--- src/rtl/ct_ifu_icache_refill_writer_pkg.sv ---
// Shared definitions for the I-cache refill writer: FSM states, beat-word layout and
// index field positions. The parity helper exists only with ICACHE_REFILL_PARITY_EN.
package ct_ifu_icache_refill_writer_pkg;

  localparam int BEATS_PER_LINE = 4;
  localparam int BEAT_DATA_W    = 128;
  localparam int BEAT_W         = BEAT_DATA_W + 2;
  localparam int SET_W          = 11;
  localparam int INDEX_W        = 16;
  localparam int ACC_CNT_W      = 3;

  localparam int IDX_SET_LSB  = 5;
  localparam int IDX_SET_MSB  = 15;
  localparam int IDX_BEAT_LSB = 3;
  localparam int IDX_BEAT_MSB = 4;

  typedef enum logic [1:0] {
    ST_IDLE  = 2'd0,
    ST_FILL  = 2'd1,
    ST_DRAIN = 2'd2,
    ST_ABORT = 2'd3
  } refill_state_e;

  typedef struct packed {
    logic [BEAT_DATA_W-1:0] data;
    logic                   err;
    logic                   last;
  } beat_word_t;

  function automatic logic [INDEX_W-1:0] make_index(input logic [SET_W-1:0] set_idx,
                                                    input logic [1:0]       beat);
    logic [INDEX_W-1:0] idx;
    idx                              = '0;
    idx[IDX_SET_MSB:IDX_SET_LSB]     = set_idx;
    idx[IDX_BEAT_MSB:IDX_BEAT_LSB]   = beat;
    return idx;
  endfunction

`ifdef ICACHE_REFILL_PARITY_EN
  // Bank 0 is the most significant 32-bit slice; par[i] covers bank i.
  function automatic logic [3:0] bank_parity(input logic [BEAT_DATA_W-1:0] d);
    logic [3:0] p;
    for (int b = 0; b < 4; b++) begin
      p[b] = ^d[BEAT_DATA_W-1-32*b -: 32];
    end
    return p;
  endfunction
`endif

endpackage

--- src/rtl/ct_ifu_icache_refill_writer_beat_fifo.sv ---
// Two-entry beat FIFO between the refill bus and the array write port.
// Push and pop may happen together while full; flush empties it in one cycle.
module ct_ifu_refill_beat_fifo
  import ct_ifu_icache_refill_writer_pkg::*;
(
  input  logic              clk,
  input  logic              rst_n,
  input  logic              push,
  input  logic              pop,
  input  logic              flush,
  input  logic [BEAT_W-1:0] din,
  output logic [BEAT_W-1:0] dout,
  output logic              full,
  output logic              empty
);

  logic [BEAT_W-1:0] mem [2];
  logic              wr_ptr;
  logic              rd_ptr;
  logic [1:0]        count;
  logic              do_push;
  logic              do_pop;

  assign full    = (count == 2'd2);
  assign empty   = (count == 2'd0);
  assign do_pop  = pop && !empty;
  assign do_push = push && (!full || do_pop);
  assign dout    = mem[rd_ptr];

  always_ff @(posedge clk or negedge rst_n) begin
    if (!rst_n) begin
      wr_ptr <= 1'b0;
      rd_ptr <= 1'b0;
      count  <= 2'd0;
    end else if (flush) begin
      wr_ptr <= 1'b0;
      rd_ptr <= 1'b0;
      count  <= 2'd0;
    end else begin
      if (do_push) begin
        wr_ptr <= !wr_ptr;
      end
      if (do_pop) begin
        rd_ptr <= !rd_ptr;
      end
      count <= count + {1'b0, do_push} - {1'b0, do_pop};
    end
  end

  // Payload storage carries no reset; the pointers and count decide validity.
  always_ff @(posedge clk) begin
    if (do_push && !flush) begin
      mem[wr_ptr] <= din;
    end
  end

endmodule

--- src/rtl/ct_ifu_icache_refill_writer.sv ---
// I-cache refill writer: buffers four 128-bit beats per line and writes them into the
// selected data array, yielding to fetch. Define ICACHE_REFILL_PARITY_EN for bank parity.
module ct_ifu_icache_refill_writer
  import ct_ifu_icache_refill_writer_pkg::*;
(
  input  logic                   forever_cpuclk,
  input  logic                   cpurst_b,
  input  logic                   refill_req_vld,
  output logic                   refill_req_rdy,
  input  logic [SET_W-1:0]       refill_req_idx,
  input  logic                   refill_req_way,
  input  logic                   beat_vld,
  output logic                   beat_rdy,
  input  logic [BEAT_DATA_W-1:0] beat_data,
  input  logic                   beat_err,
  input  logic                   beat_last,
  input  logic                   ifu_fetch_req,
  output logic                   ifu_icache_data_array0_cen_b,
  output logic                   ifu_icache_data_array0_clk_en,
  output logic                   ifu_icache_data_array1_cen_b,
  output logic                   ifu_icache_data_array1_clk_en,
  output logic                   ifu_icache_data_wen_b,
  output logic [BEAT_DATA_W-1:0] ifu_icache_data_din,
  output logic [INDEX_W-1:0]     ifu_icache_index,
  output logic [3:0]             ifu_icache_data_par,
  output logic                   refill_done,
  output logic                   refill_err,
  output logic                   refill_busy
);

  localparam logic [ACC_CNT_W-1:0] LAST_ACC = ACC_CNT_W'(BEATS_PER_LINE - 1);

  refill_state_e        state;
  logic [SET_W-1:0]     req_idx;
  logic                 req_way;
  logic [1:0]           beat_cnt;
  logic [ACC_CNT_W-1:0] acc_cnt;
  logic                 last_seen;
  logic                 done_q;
  logic                 err_q;

  logic                 fifo_push;
  logic                 fifo_pop;
  logic                 fifo_flush;
  logic                 fifo_full;
  logic                 fifo_empty;
  logic [BEAT_W-1:0]    fifo_dout;
  beat_word_t           push_word;
  beat_word_t           head;

  logic                 writing;
  logic                 fire;
  logic                 head_err;
  logic                 req_acc;
  logic                 beat_acc;
  logic                 fill_acc;
  logic                 fourth_beat;
  logic                 proto_err;
  logic                 abort_now;
  logic                 line_done;

  assign head      = fifo_dout;
  assign push_word = '{data: beat_data, err: beat_err, last: beat_last};

  assign refill_req_rdy = (state == ST_IDLE);
  assign beat_rdy       = ((state == ST_FILL) && !fifo_full) ||
                          ((state == ST_ABORT) && !last_seen);

  assign req_acc     = refill_req_vld && refill_req_rdy;
  assign beat_acc    = beat_vld && beat_rdy;
  assign fill_acc    = beat_acc && (state == ST_FILL);
  assign fourth_beat = (acc_cnt == LAST_ACC);
  assign proto_err   = fill_acc && (beat_last != fourth_beat);

  assign writing   = (state == ST_FILL) || (state == ST_DRAIN);
  assign fire      = writing && !fifo_empty && !head.err && !ifu_fetch_req;
  assign head_err  = writing && !fifo_empty && head.err;
  assign abort_now = head_err || proto_err;
  // Only the fourth beat can sit in the FIFO with last set, so its write ends the line.
  assign line_done = fire && head.last;

  assign fifo_push  = fill_acc && !abort_now;
  assign fifo_pop   = fire;
  assign fifo_flush = req_acc || abort_now;

  ct_ifu_refill_beat_fifo u_beat_fifo (
    .clk   (forever_cpuclk),
    .rst_n (cpurst_b),
    .push  (fifo_push),
    .pop   (fifo_pop),
    .flush (fifo_flush),
    .din   (push_word),
    .dout  (fifo_dout),
    .full  (fifo_full),
    .empty (fifo_empty)
  );

  always_ff @(posedge forever_cpuclk or negedge cpurst_b) begin
    if (!cpurst_b) begin
      state     <= ST_IDLE;
      req_idx   <= '0;
      req_way   <= 1'b0;
      beat_cnt  <= 2'd0;
      acc_cnt   <= '0;
      last_seen <= 1'b0;
      done_q    <= 1'b0;
      err_q     <= 1'b0;
    end else begin
      done_q <= 1'b0;
      err_q  <= 1'b0;
      case (state)
        ST_IDLE: begin
          if (req_acc) begin
            req_idx   <= refill_req_idx;
            req_way   <= refill_req_way;
            beat_cnt  <= 2'd0;
            acc_cnt   <= '0;
            last_seen <= 1'b0;
            state     <= ST_FILL;
          end
        end
        ST_FILL, ST_DRAIN: begin
          if (fire) begin
            beat_cnt <= beat_cnt + 2'd1;
          end
          if (fill_acc) begin
            acc_cnt <= acc_cnt + 1'b1;
            if (beat_last) begin
              last_seen <= 1'b1;
            end
          end
          if (abort_now) begin
            state <= ST_ABORT;
          end else if (line_done) begin
            done_q <= 1'b1;
            state  <= ST_IDLE;
          end else if (fill_acc && fourth_beat) begin
            state <= ST_DRAIN;
          end
        end
        ST_ABORT: begin
          // Beats are swallowed until the bus closes the line with a last beat.
          if (last_seen || (beat_acc && beat_last)) begin
            err_q <= 1'b1;
            state <= ST_IDLE;
          end
        end
        default: state <= ST_IDLE;
      endcase
    end
  end

  always_comb begin
    ifu_icache_data_array0_cen_b  = 1'b1;
    ifu_icache_data_array0_clk_en = 1'b0;
    ifu_icache_data_array1_cen_b  = 1'b1;
    ifu_icache_data_array1_clk_en = 1'b0;
    ifu_icache_data_wen_b         = 1'b1;
    ifu_icache_data_din           = '0;
    ifu_icache_index              = '0;
    if (fire) begin
      ifu_icache_data_wen_b = 1'b0;
      ifu_icache_data_din   = head.data;
      ifu_icache_index      = make_index(req_idx, beat_cnt);
      if (req_way) begin
        ifu_icache_data_array1_cen_b  = 1'b0;
        ifu_icache_data_array1_clk_en = 1'b1;
      end else begin
        ifu_icache_data_array0_cen_b  = 1'b0;
        ifu_icache_data_array0_clk_en = 1'b1;
      end
    end
  end

`ifdef ICACHE_REFILL_PARITY_EN
  assign ifu_icache_data_par = bank_parity(ifu_icache_data_din);
`else
  assign ifu_icache_data_par = 4'b0000;
`endif

  assign refill_done = done_q;
  assign refill_err  = err_q;
  assign refill_busy = (state != ST_IDLE);

endmodule

--- config.mk ---
export PLATFORM = sky130hd
export DESIGN_NAME = ct_ifu_icache_refill_writer
export DESIGN_NICKNAME = d
export VERILOG_FILES = /design/src/rtl/ct_ifu_icache_refill_writer_pkg.sv /design/src/rtl/ct_ifu_icache_refill_writer_beat_fifo.sv /design/src/rtl/ct_ifu_icache_refill_writer.sv
export SDC_FILE = /design/constraint.sdc
export NUM_CORES = 1
export LEC_CHECK = 0
export ABC_CLOCK_PERIOD_IN_PS = 29200
export CORE_UTILIZATION = 50
export DETAILED_ROUTE_END_ITERATION = 10
export DONT_BUFFER_PORTS = 1
export GPL_TIMING_DRIVEN = 0
export SYNTH_ARGS = -nofsm -noshare
export SYNTH_HDL_FRONTEND = slang
export SYNTH_SLANG_ARGS = --single-unit
--- constraint.sdc ---
create_clock -name forever_cpuclk -period 29.2 [get_ports forever_cpuclk]
set_clock_uncertainty 0.2 [all_clocks]
set_input_delay 1.46 -clock forever_cpuclk [delete_from_list [all_inputs] [get_ports forever_cpuclk]]
set_output_delay 1.46 -clock forever_cpuclk [all_outputs]
set_load 0.05 [all_outputs]
## Yosys cells after proc, flatten, opt, wreduce, memory -nomap -nowiden

Memory sizes are Yosys's and may differ from the RTL's.
Cells that the tools add are included.

| word-level totals | value |
|---|---|
| flip-flop bits (word level) | 26 |
| bits in writable memories | 260 |
| output and inout port bits | 158 |
| logic and storage cells | 109 |
| memories | 1 |

| operators by class | value |
|---|---|
| add/sub/neg operators | 4 |
| equality and inequality tests | 12 |
| mux-type cells | 37 |
| reduce and logical (&&, ||, !) cells | 44 |

Memory list:

| memory | depth | bits a word | read ports | clocked after Yosys merged registers in | write ports | RTL line | source |
|---|---|---|---|---|---|---|---|
| u_beat_fifo.mem | 2 | 130 | 1 | 0 | 1 | ct_ifu_icache_refill_writer_beat_fifo.sv:17 | `logic [BEAT_W-1:0] mem [2];` |

Operators with widths:

| cell | number |
|---|---|
| $mux 128 | 1 |
| $mux 1 | 21 |
| $logic_and 1x1->1 | 17 |
| $mux 16 | 1 |
| $mux 2 | 8 |
| $logic_not 1->1 | 9 |
| $reduce_and 3->1 | 3 |
| $reduce_bool 2->1 | 4 |
| $eq 2x2->1 const B | 3 |
| $logic_or 1x1->1 | 6 |
| $mux 3 | 2 |
| $ne 2x2->1 const B | 3 |
| $pmux 2 s3 | 1 |
| $pmux 3 s2 | 1 |
| $logic_not 2->1 | 2 |
| $ne 2x1->1 const B | 2 |
| $ne 4x4->1 const B | 1 |
| $pmux 2 s2 | 1 |
| $reduce_and 4->1 | 1 |
| $add 3x1->3 const B | 1 |
| $eq 3x2->1 const B | 1 |
| $add 2x1->2 | 1 |
| $add 2x1->2 const B | 1 |
| $eq 2x1->1 const B | 1 |
| 5 further kinds | 5 |

## Logic depth before layout (Yosys ltp)

| depth | value |
|---|---|
| word-level depth | 14 |
| gate-level depth with buffers | 10 |

## Hierarchy

A second synthesis with hierarchy kept.

| unflattened totals | value |
|---|---|
| cells, all modules | 709 |
| area, all modules | 12172.9 µm² |

By module, submodules not included:

| module | times used | cells each | area an instance (µm²) |
|---|---|---|---|
| ct_ifu_refill_beat_fifo | 1 | 432 | 9994.6 |
| ct_ifu_icache_refill_writer | 1 | 277 | 2178.3 |

## Worst setup path after synthesis

OpenSTA, ideal clock, no wires.

| timing | value |
|---|---|
| path type | input to register |
| start | in beat_last |
| end | mem u_beat_fifo.mem[1][0] in the netlist's numbering, enable pin |
| setup time | 0.983 ns |
| arrival time | 15.241 ns |
| required time | 28.017 ns |
| path slack | 12.776 ns |
| cell stages on the path | 4 |
| cells stage by stage | xor2_1 -> o2111ai_2 -> o211ai_1 -> nor4b_1 |

| on the way | value |
|---|---|
| longest elaborated chain between the ends | 9 |

Ends and longest elaborated chain:

| element | RTL line | source |
|---|---|---|
| start: declaration | ct_ifu_icache_refill_writer.sv:16 | `input logic beat_last,` |
| $ne 1x1->1 * | ct_ifu_icache_refill_writer.sv:73 | `assign proto_err = fill_acc && (beat_last != fourth_beat);` |
| $logic_and 1x1->1 * | ct_ifu_icache_refill_writer.sv:73 |  |
| $logic_or 1x1->1 * | ct_ifu_icache_refill_writer.sv:78 | `assign abort_now = head_err \|\| proto_err;` |
| $logic_not 1->1 | ct_ifu_icache_refill_writer.sv:82 | `assign fifo_push = fill_acc && !abort_now;` |
| $logic_and 1x1->1 | ct_ifu_icache_refill_writer.sv:82 |  |
| $logic_and 1x1->1 | ct_ifu_icache_refill_writer_beat_fifo.sv:27 | `assign do_push = push && (!full \|\| do_pop);` |
| $logic_and 1x1->1 * | ct_ifu_icache_refill_writer_beat_fifo.sv:52 | `if (do_push && !flush) begin` |
| $mux 1 * | ct_ifu_icache_refill_writer_beat_fifo.sv:52 |  |
| $mux 1 (implied by the code) * | ct_ifu_icache_refill_writer_beat_fifo.sv:53 | `mem[wr_ptr] <= din;` |
| end: declaration | ct_ifu_icache_refill_writer_beat_fifo.sv:17 |  |

Every way passes the cells marked *; elsewhere a longest branch is shown, timed or not.

## Worst setup path after layout

| timing | value |
|---|---|
| start | reg state[0] |
| end | out ifu_icache_data_din[124] |

| on the way | value |
|---|---|
| longest elaborated chain between the ends | 6 |

Ends and longest elaborated chain:

| element | RTL line | source |
|---|---|---|
| start: declaration | ct_ifu_icache_refill_writer.sv:33 | `refill_state_e state;` |
| start signal: assignment | ct_ifu_icache_refill_writer.sv:100 | `state <= ST_IDLE;` |
| start signal: assignment | ct_ifu_icache_refill_writer.sv:119 | `state <= ST_FILL;` |
| start signal: assignment | ct_ifu_icache_refill_writer.sv:133 | `state <= ST_ABORT;` |
| $eq 2x1->1 / $eq 2x2->1 (equally long branches) | ct_ifu_icache_refill_writer.sv:75 | `assign writing = (state == ST_FILL) \|\| (state == ST_DRAIN);` |
| $logic_or 1x1->1 * | ct_ifu_icache_refill_writer.sv:75 |  |
| via writing | ct_ifu_icache_refill_writer.sv:51 | `logic writing;` |
| $logic_and 1x1->1 * (3 in series) | ct_ifu_icache_refill_writer.sv:76 | `assign fire = writing && !fifo_empty && !head.err && !ifu_fetch_req;` |
| $mux 128 * | ct_ifu_icache_refill_writer.sv:161 | `if (fire) begin` |
| end: declaration | ct_ifu_icache_refill_writer.sv:23 | `output logic [BEAT_DATA_W-1:0] ifu_icache_data_din,` |

The timed path passes the listed nets; every way through them passes the cells marked *.

==> flow_metrics.py <==
metrics = {
    "sta": {
        "fin_setup_tns_ns": 0,
        "worst_slew_pin_slew_ns": 1.06,
        "fin_crit_sh_pct": 16.8,
        "drv_slew": 0,
        "clock.fmax_mhz": 203,
        "post-route-min-period_ns": 4.92,
        "hold_viol_final": 0,
        "grt_setup_unrepaired": "no",
        "fin_ws_ns": 24.28,
        "slew_headroom_pct": 29.2,
        "setup_viol_count_final": 0,
    },
    "logic_synthesis": {
        "syn_area_per_cell_um2": 16.3,
        "ys_top_cells_by_count": "260 x edfxtp_1, 133 x nor2_1, 131 x mux2i_1",
        "synth_largest_area_cell": "edfxtp_1",
        "synth.area.top_cells": "edfxtp_1 69%, mux2i_1 12%, dfrtp_1 5.7%",
        "synth_edf_count": 260,
        "syn_area_mm2": 0.0113,
        "ys_ff_latch": 286,
        "synth_compound_area_share_pct": 1.83,
        "synthArstFlopShare_pct": 9.09,
        "yosysWarnings": 0,
        "synth_top_cell_area_share_pct": 69.0,
        "synthAdderAreaFrac_pct": 0.663,
        "synth-simple-area-share_pct": 6.53,
        "seq_area_frac_synth_pct": 74.7,
        "yosys_most_used_dff": "edfxtp_1",
        "synth_top_family_by_area": "multiplexers",
        "yosys.cell_types.count": 43,
        "synth_most_common_cell": "edfxtp_1",
        "post_synth_xor_area_fraction_pct": 0.155,
        "synth_cells": 693,
        "synthMuxAreaShare_pct": 13.3,
    },
    "pwr": {
        "finalPower_mw": 1.28,
        "power.leakage_nw": 4.33,
        "p_clk_share_pct": 26.1,
        "switching_power_mw": 0.438,
        "pwr-share-comb_pct": 31.0,
        "p_seq_share_pct": 42.9,
        "ir_drop_mv": 0.0710,
        "intPower_mw": 0.840,
        "switching_share_pct": 34.3,
        "p_per_area_mw_per_mm2": 99.5,
    },
    "critical_path": {
        "cp_max_fo": 10,
        "worst_ep_required_time_ns": 27.54,
        "worst_ep_arrival_time_ns": 3.26,
        "crit_path_start": "state[0]$_DFFE_PN0P_",
        "startpoint_type": "flop",
        "r2r-start": "state[0]$_DFFE_PN0P_",
        "crit_path_end_kind": "output pin",
        "critPathKind": "flop to output pin",
    },
    "grt": {
        "grt_usage_pct": 18.9,
        "grt_pass1_wl_um": 33600,
        "grt_remaining_overflow": 0,
        "grt_pass1_vias": 5969,
        "grt_max_degree": 27,
        "antenna_found_initial": 0,
    },
    "worst_hold_path": {
        "hold_class": "flop to flop",
        "min_from": "req_idx[2]$_DFFE_PN0P_",
    },
    "cts": {
        "postCtsResizedCells": 0,
        "cts_root_buffer": "clkbuf_16",
        "tritoncts": "yes",
        "cts_sinks": 286,
        "clkTransAtPathRegs_ns": 0.06,
        "post_cts_buffers": 0,
        "clockBufferDepth": 3,
        "holdBufCountCts": 0,
        "htreeDepth": 1,
        "worst_skew_pair.late_latency_ns": 0.54,
        "cts_buffers": 29,
    },
    "die": {
        "core-area_mm2": 0.0220,
        "die_width_um": 152,
        "initial_core_util_pct": 51.4,
        "io_pins": 305,
        "rows": 54,
        "die-height_um": 152,
        "dieArea_mm2": 0.0233,
    },
    "place": {
        "place.gp.congestion": 0.761,
        "dp_hpwl_um": 16200,
        "io_buffers": 0,
        "post_dp_cell_area_mm2": 0.0120,
        "dpl_worst_slack_ns": 24.39,
    },
    "cells_and_area": {
        "drive_gt1_share_pct": 16.5,
        "antenna_cells": 0,
        "nNetsFinal": 918,
        "stdcell_area_mm2": 0.0128,
        "syn_to_final_growth_pct": 13.4,
    },
    "run_status": {
        "violations": "design-rule violations",
        "status": "finished with violations",
    },
    "drt": {
        "drc": 16,
        "wl_um": 22000,
        "wire_per_inst_um": 20.6,
        "ant_nets": 0,
        "drtPass1Iterations": 10,
        "drt_iter0_drc": 301,
        "vias": 5706,
        "vias_per_cell": 5.35,
    },
    "run": {
        "max-cap-violations": 0,
    },
}
-- placed cells by master, fill, tap and decap left out, types with 11 or more instances in the layout --
cell type,netlist,routed
dfrtp_1,26,26
nor2_1,133,133
and2_1,13,13
inv_1,11,11
clkbuf_16,0,29
edfxtp_1,260,260
buf_6,11,15
buf_4,7,38
clkbuf_1,7,12
buf_2,14,14
mux2_2,15,15
mux2i_1,131,131
-- power by group through the flow --
stage	registers [mW]	clock network, mW	logic (mW)
6_report	0.548	0.334	0.396
5_1_grt	0.554	0.358	0.426
4_1_cts	0.549	0.342	0.401
3_5_place_dp	0.557	0	0.399
3_3_place_gp	0.596	0	0.374
2_1_floorplan	0.578	0	0.324
-- cell families after synthesis --
family | after synthesis
muxes | 147
and+or+nand+nor | 172
DFF | 286
buffers and inverters | 51
other | 1
AOI/OAI and AO/OA | 28
xor gates and xnor gates | 2
adders and majority gates | 6
-- worst paths after layout --
kind                                                     end  slack (ns)  cells past startpoint
max reg2reg                u_beat_fifo.mem[1][100]$_DFFE_PP_       25.12                     11
min in group asynchronous             req_idx[5]$_DFFE_PN0P_        0.41                      0
max                                 ifu_icache_data_din[124]       24.28                      6
max in group asynchronous              refill_done$_DFF_PN0_       28.31                      0
min                                   req_idx[2]$_DFFE_PN0P_        0.30                      1
min reg2reg                           req_idx[2]$_DFFE_PN0P_        0.30                      1
-- per-layer routing --
metal / track usage (%) / vias to the layer above / part of all wire, %
li1: - / 2687 / -
met2: 32.5 / 222 / 50
met5: 0 / - / 0
met1: 20.8 / 2762 / 36
met4: 5.58 / 0 / 2.2
met3: 9.07 / 35 / 12
-- state kept, by name, indices dropped and copies added (netlist names) --
register and cells:
req_idx 11, u_beat_fifo.mem 260, last_seen 1, req_way 1, beat_cnt 2, refill_done 1
state 2, u_beat_fifo.wr_ptr 1, acc_cnt 3, u_beat_fifo.rd_ptr 1, u_beat_fifo.count 2, refill_err 1
-- final cells by class --
cell class | instances | area, um^2
Fill cell | 1716 | 9180
Sequential cell | 286 | 8460
Multi-Input combinational cell | 362 | 2580
Clock buffer | 34 | 744
Tap cell | 280 | 350
Timing Repair Buffer | 35 | 278
Buffer | 39 | 273
Clock inverter | 18 | 115
Inverter | 12 | 45.0
-- worst max-delay path: stages (launching register included) --
cell      delay, ns
dfrtp_1        0.40
inv_1          0.06
ha_1           0.43
o21a_1         0.30
nand3_2        0.19
clkbuf_1       0.47
nor2_1         0.88
-- metrics by stage --
step / hold WS [ns] / utilization, % / instances
floorplan: 0.271 / - / 699
global placement: 0.282 / 53.1 / 979
detailed placement: 0.286 / 54.4 / 1014
CTS: 0.300 / 58.3 / 1066
global route: 0.307 / 58.3 / 1066
finish: 0.296 / 58.3 / 1066
No activity file was read; power rests on OpenSTA's default activity.
